<file path="src/rtl/instr_dec_pkg.sv">
// Shared types and defaults for the instruction field decoder.
// Holds the head/extension state encoding and the default field widths.
package instr_dec_pkg;

  typedef enum logic {
    S_HEAD = 1'b0,
    S_EXT  = 1'b1
  } state_t;

  localparam int DEF_OPC_W = 3;
  localparam int DEF_OPR_W = 8;
  localparam int DEF_CNT_W = 16;

  // The all-ones opcode marks a head word that is followed by an extension word
  function automatic int def_ext_opc(input int opc_w);
    return (1 << opc_w) - 1;
  endfunction

endpackage

</file>
<file path="src/rtl/instr_field_decoder_opc_onehot.sv">
// Combinational one-hot expansion of an opcode field.
module opc_onehot #(
  parameter int OPC_W = 3
) (
  input  logic [OPC_W-1:0]      opc,
  output logic [2**OPC_W-1:0]   onehot
);

  always_comb begin
    onehot      = '0;
    onehot[opc] = 1'b1;
  end

endmodule

</file>
<file path="src/rtl/instr_field_decoder.sv">
// Valid/ready instruction field decoder: splits words into opcode/operand,
// one-hot decodes the opcode and joins head+extension word pairs.
module instr_field_decoder
  import instr_dec_pkg::*;
#(
  parameter int                 OPC_W   = DEF_OPC_W,
  parameter int                 OPR_W   = DEF_OPR_W,
  parameter logic [OPC_W-1:0]   EXT_OPC = OPC_W'(def_ext_opc(OPC_W)),
  parameter int                 CNT_W   = DEF_CNT_W
) (
  input  logic                  clk,
  input  logic                  rst,
  input  logic                  in_valid,
  output logic                  in_ready,
  input  logic [OPC_W+OPR_W-1:0] in_data,
  output logic                  out_valid,
  input  logic                  out_ready,
  output logic [OPC_W-1:0]      out_opc,
  output logic [2**OPC_W-1:0]   out_onehot,
  output logic [OPR_W-1:0]      out_opr,
  output logic [OPC_W+OPR_W-1:0] out_ext,
  output logic                  out_has_ext,
  output logic [CNT_W-1:0]      dec_count
);

  localparam int IW   = OPC_W + OPR_W;
  localparam int OH_W = 2**OPC_W;

  function automatic logic [CNT_W-1:0] sat_inc(input logic [CNT_W-1:0] c);
    return (&c) ? c : c + 1'b1;
  endfunction

  state_t               state_q, state_d;
  logic [IW-1:0]        head_p0;
  logic                 load, load_ext, cap_head;
  logic                 acc, out_hs;
  logic [IW-1:0]        src_word;
  logic [OPC_W-1:0]     src_opc;
  logic [OH_W-1:0]      src_onehot;

  logic                 vld_p1;
  logic [OPC_W-1:0]     opc_p1;
  logic [OH_W-1:0]      onehot_p1;
  logic [OPR_W-1:0]     opr_p1;
  logic [IW-1:0]        ext_p1;
  logic                 has_ext_p1;
  logic [CNT_W-1:0]     cnt_q;

  assign in_ready = !vld_p1 || out_ready;
  assign acc      = in_valid && in_ready;
  assign out_hs   = vld_p1 && out_ready;

  always_comb begin
    state_d  = state_q;
    load     = 1'b0;
    load_ext = 1'b0;
    cap_head = 1'b0;
    if (acc) begin
      case (state_q)
        S_HEAD: begin
          if (in_data[IW-1 -: OPC_W] == EXT_OPC) begin
            cap_head = 1'b1;
            state_d  = S_EXT;
          end else begin
            load = 1'b1;
          end
        end
        S_EXT: begin
          load     = 1'b1;
          load_ext = 1'b1;
          state_d  = S_HEAD;
        end
        default: state_d = S_HEAD;
      endcase
    end
  end

  // Stage p0: field selection from either the live word or the captured head
  assign src_word = load_ext ? head_p0 : in_data;
  assign src_opc  = src_word[IW-1 -: OPC_W];

  opc_onehot #(.OPC_W(OPC_W)) u_onehot (
    .opc    (src_opc),
    .onehot (src_onehot)
  );

  always_ff @(posedge clk) begin
    if (rst) begin
      state_q <= S_HEAD;
      head_p0 <= '0;
    end else begin
      state_q <= state_d;
      if (cap_head) head_p0 <= in_data;
    end
  end

  // Stage p1: registered decode result and output handshake bookkeeping
  always_ff @(posedge clk) begin
    if (rst) begin
      vld_p1     <= 1'b0;
      opc_p1     <= '0;
      onehot_p1  <= '0;
      opr_p1     <= '0;
      ext_p1     <= '0;
      has_ext_p1 <= 1'b0;
      cnt_q      <= '0;
    end else begin
      if (load) begin
        vld_p1     <= 1'b1;
        opc_p1     <= src_opc;
        onehot_p1  <= src_onehot;
        opr_p1     <= src_word[OPR_W-1:0];
        ext_p1     <= load_ext ? in_data : '0;
        has_ext_p1 <= load_ext;
      end else if (out_hs) begin
        vld_p1 <= 1'b0;
      end
      if (out_hs) cnt_q <= sat_inc(cnt_q);
    end
  end

  assign out_valid   = vld_p1;
  assign out_opc     = opc_p1;
  assign out_onehot  = onehot_p1;
  assign out_opr     = opr_p1;
  assign out_ext     = ext_p1;
  assign out_has_ext = has_ext_p1;
  assign dec_count   = cnt_q;

endmodule

</file>
<file path="config.mk">
export PLATFORM = sky130hd
export DESIGN_NAME = instr_field_decoder
export DESIGN_NICKNAME = d
export VERILOG_FILES = /design/src/rtl/instr_dec_pkg.sv /design/src/rtl/instr_field_decoder_opc_onehot.sv /design/src/rtl/instr_field_decoder.sv
export SDC_FILE = /design/constraint.sdc
export NUM_CORES = 1
export LEC_CHECK = 0
export CORE_AREA = 2 2 88 90
export DETAILED_ROUTE_END_ITERATION = 10
export DIE_AREA = 0 0 90 92
export GPL_TIMING_DRIVEN = 0
export PLACE_DENSITY = 0.61
export SLEW_MARGIN = 10
export SYNTH_ARGS = -nofsm -noshare
export SYNTH_HDL_FRONTEND = slang
export SYNTH_SLANG_ARGS = --single-unit
</file>
<file path="constraint.sdc">
create_clock -name clk -period 1.6 [get_ports clk]
set_clock_uncertainty 0.15 [all_clocks]
set_input_delay 0.4 -clock clk [delete_from_list [all_inputs] [get_ports clk]]
set_output_delay 0.4 -clock clk [all_outputs]
set_load 0.01 [all_outputs]
</file>
# After elaboration in Yosys (flattened, before gate mapping)
# Index checks and enable logic that the tools add are counted.
# word_totals
reg_bits	60
in_bits	15
# classes
addsub	1
order_cmp	2
n_eq_ne	1
muxes	15
bitwise	2
n_reduce_logical	8
# op_table
op	count
two-way mux 11 bit	2
adder 16 x 1 -> 16 bit (second input constant)	1
AND reduction 16 bit	1
two-way mux 1 bit	10
less-than comparator 3 x 4 -> 1 bit (second input constant)	1
case mux 1 bit (2 select lines)	2
demux 1 bit (select 3 bit)	1
equality test 3 bit (second input constant)	1
greater-or-equal comparator 3 x 1 -> 1 bit (second input constant)	1
logical AND 1 bit	3
inverter 1 bit	2
AND reduction 2 bit	1
nonzero test 2 bit	1
zero test 1 bit	1
logical OR 1 bit	1

# Depth between registers and ports, before layout
# logic_depth
ltp_word	9
depth_mapped	8
mapped_depth_nobuf	5

# Modules after synthesis
# Synthesis repeated with hierarchy kept, for this count alone.
# unflattened
hier_cells	255
hier_area_um2	2518.7
# by_module_without_submodules
module	n_inst	cells_each	area_each_um2
instr_field_decoder	1	247	2453.6
opc_onehot	1	8	65.1

# Least setup slack after synthesis
# OpenSTA, ideal clock, no wires.
# synth_path
kind	flip-flop to flip-flop
from	register cnt_q[0] (netlist: dec_count[0])
to	register cnt_q[1] (netlist: dec_count[1])
setup_ns	0.128
t_arrival_ns	1.489
t_required_ns	1.322
setup_slack_ns	-0.166
stages_incl_launch_ff	6
n_path_buf	0
period_less_slack_ns	1.766
cell_sequence	dfxtp_1 ha_1 nand3_1 o41ai_4 mux2i_1 nor2_1
# synth_between
elab_chain_len	3
# synth_rtl
element	line_no	rtl
start, declared	instr_field_decoder.sv:47	logic [CNT_W-1:0] cnt_q;
start signal, assigned	instr_field_decoder.sv:118	if (out_hs) cnt_q <= sat_inc(cnt_q);
parallel branches: the longest is 3 deep, another holds adder 16 x 1 -> 16 bit	-	
# Parallel ways; which one is timed is not known.
# A chain may end at the register's enable or synchronous reset.

# Worst setup path in the final report
# layout_path
from	register cnt_q[1] (netlist: dec_count[1])
to	register cnt_q[14] (netlist: dec_count[14])
# Same word-level chain as after synthesis.

==> results.cfg <==
[setup_path]
required_ps = 1710
crit_fanout = 4
end_kind = register
path_delay_family = simple AND/OR/NAND/NOR gates
reg2reg_depth = 6
critPathKind = reg2reg
path_cells = buf_6 > ha_4 > and3_4 > nand2_4 > or4_1 > a21oi_1
cp_slowest_stage_delay_ps = 460
worst-path-buf-inv = 1
arrival_ps = 1820
cp.depth = 6
crit_slowest_cell = or4_1
start_kind = register

[yosys]
muxShareOfSynthArea_pct = 9.30
synth.distinct_cells = 44
post_synth_instance_area_um2 = 2470
synth_top_family_by_area = compound AO/OA/AOI/OAI gates
synth_top_cells_by_area = dfxtp_1, mux2i_1, a22o_1, a21oi_1, a32o_1
synth-edff-count = 0
yosys.area_share.simple_pct = 17.6
syn_inst = 236
yosysSeqAreaShare_pct = 48.5
ys.flop_type = dfxtp_1
synth-xor-area-share_pct = 0.354
yosys.area.top_type = dfxtp_1
async_flop_share_pct = 0
synth_common_cells = dfxtp_1, mux2i_1, nor2_1
syn-num-nets = 252
ys_seq_elements = 60
syn_area_per_cell_um2 = 10.5
synth_fa_ha_area_share_pct = 0.506
ys_warn_count = 0
synth_most_common_cell = dfxtp_1
synth_top_area_share_pct = 48.5
synth_compound_area_share_pct = 19.5

[power]
intPower_mw = 2.60
p_sw_mw = 0.856
power.total_mw = 3.45
power_density_nw_per_um2 = 871
pwr-share-seq_pct = 44.8
p_comb_share_pct = 10.8
vdd_drop_max_uv = 527
p_leak_nw = 1.76
p_clk_share_pct = 44.3
switching_share_pct = 24.8

[cells_and_area]
nNetsFinal = 358
syn_to_final_growth_pct = 60.2
post_route_cells_drive_above_1_share_pct = 34.3
final_util_pct = 53.2
fillers = 691

[die]
io_pins = 64
die-area_um2 = 8280
core_area_um2 = 7450
die_h_um = 92
rows = 32
die_w_um = 90
initial_core_util_pct = 33.2

[grt]
grt_start_max_net_pins = 13
grt_pass1_wl_um = 10800
antenna_found_initial = 1
grt_usage_pct = 16.3
grt_pass1_vias = 2243
overflow = 0

[run_status]
status = complete, but fails checks
violations = setup timing

[job]
maxCapViolCount = 0

[detailed_routing]
drt-total-wl_um = 6550
drt-met1-wl_um = 2890
drc_errors = 0
wl_per_cell_um = 14.6
wl_met2_um = 3130
wl_met3_um = 393
drtPass1Iterations = 5
ant_nets = 0
vias = 2240
drt_first_iter_violations = 70
via_per_inst = 4.98
highest_layer = met4

[placed_design]
hpwl_um = 4130
port_buffers = 63
place_ws_ps = -769
gp_congestion = 0.727

[cts]
cts_buffer_depth = 2
insertion_delay_ps = 350
cts.sinks = 60
path_clk_slew_ps = 80
htreeDepth = 3
root_buffer = clkbuf_8
cts_tree = done
numCtsBuffers = 9
postCtsHoldBufs = 0

[sta]
maxSlewViolCount = 0
worst_pin_slew_ps = 503
relSlewSlack_pct = 66.5
timing.fmax_ghz = 0.588
setup_violations = 11
min_period_ps = 1700
finalSetupTns_ps = -602
finalHoldViolations = 0
hold_slack_ps = 305
finalWorstSetupSlack_ps = -102
grt_setup_unrepaired = yes
fin_crit_sh_pct = 106

[worst_hold_path]
hold_depth = 1
hold_class = reg2reg
-- metal layers --
| metal | GRT usage, % | vias to the layer above |
|---|---|---|
| li1 | - | 1116 |
| met5 | 0 | - |
| met2 | 26.1 | 59 |
| met1 | 20.4 | 1053 |
| met3 | 5.09 | 12 |
| met4 | 7.31 | 0 |
-- per-stage QoR --
step                      cells  cell area, um2
after global routing        450            3970
after floorplan             236            2510
after global placement      401            3270
after detailed placement    401            3270
after CTS                   441            3830
final                       450            3970
-- flip-flops by register name, indices dropped and copies added, names as in the netlist --
register and flops:
dec_count 16, head_p0 11, out_ext 11, out_onehot 8, out_opr 8, out_opc 3, out_has_ext 1, out_valid 1
state_q 1
-- cell usage in the layout, fill, tap and decap left out, drive strengths merged, types with 5 or more instances in the layout --
master         synthesis  final
a21oi                 16     16
dlygate4sd2            0     47
and4                   5      5
o31ai                  6      6
buf                    8     42
mux2i                 20     20
nor2                  18     18
nand4                  5      5
o2bb2ai                8      8
or3                    8      8
a22o                  11     11
clkbuf                 5     16
dfxtp                 60     60
inv                    5      6
nand2                 10     10
o21ai                  6      6
a32o                   8      8
nand3                  7      7
clkdlybuf4s50          0      8
-- cell type report --
cell class / instances / area, um2 / area share [%]
inverter: 5 / 18.8 / 0.473
clock buffer: 9 / 124 / 3.12
antenna: 1 / 2.50 / 0.0631
buffer: 9 / 87.6 / 2.21
tap: 102 / 128 / 3.22
clock inverter: 7 / 98.8 / 2.49
multi-input combinational: 158 / 1330 / 33.6
sequential: 60 / 1260 / 31.7
timing repair buffer: 99 / 917 / 23.1
-- final timing paths --
| check | end | startpoint | slack [ps] |
|---|---|---|---|
| max | dec_count[14]$_SDFFE_PP0P_ | dec_count[1]$_SDFFE_PP0P_ | -100 |
| min | out_has_ext$_SDFFE_PP0P_ | out_has_ext$_SDFFE_PP0P_ | 300 |
| max reg2reg | dec_count[14]$_SDFFE_PP0P_ | dec_count[1]$_SDFFE_PP0P_ | -100 |
| min reg2reg | out_has_ext$_SDFFE_PP0P_ | out_has_ext$_SDFFE_PP0P_ | 300 |
-- logic make-up after synthesis --
family / count (synthesis)
buf+inv: 18
mux: 22
xor+xnor: 1
flops: 60
compound gates: 63
fa+ha+maj: 1
simple gates: 71
-- power by group through the flow --
stage          Clock [mW]  Combinational [mW]  Sequential, mW
3_3_place_gp            0               0.322            1.60
5_1_grt              1.63               0.406            1.55
2_1_floorplan           0               0.147            1.61
3_5_place_dp            0               0.324            1.60
6_report             1.53               0.375            1.55
4_1_cts              1.55               0.366            1.55
-- timing repair --
item | in CTS | in global routing
gates resized for setup | 125 | 25
setup buffers | 23 | 10
pin swaps | 21 | 22
setup endpoints to repair | 105 | 50
gates cloned | 3 | 0
(Power assumes the default switching activity.)
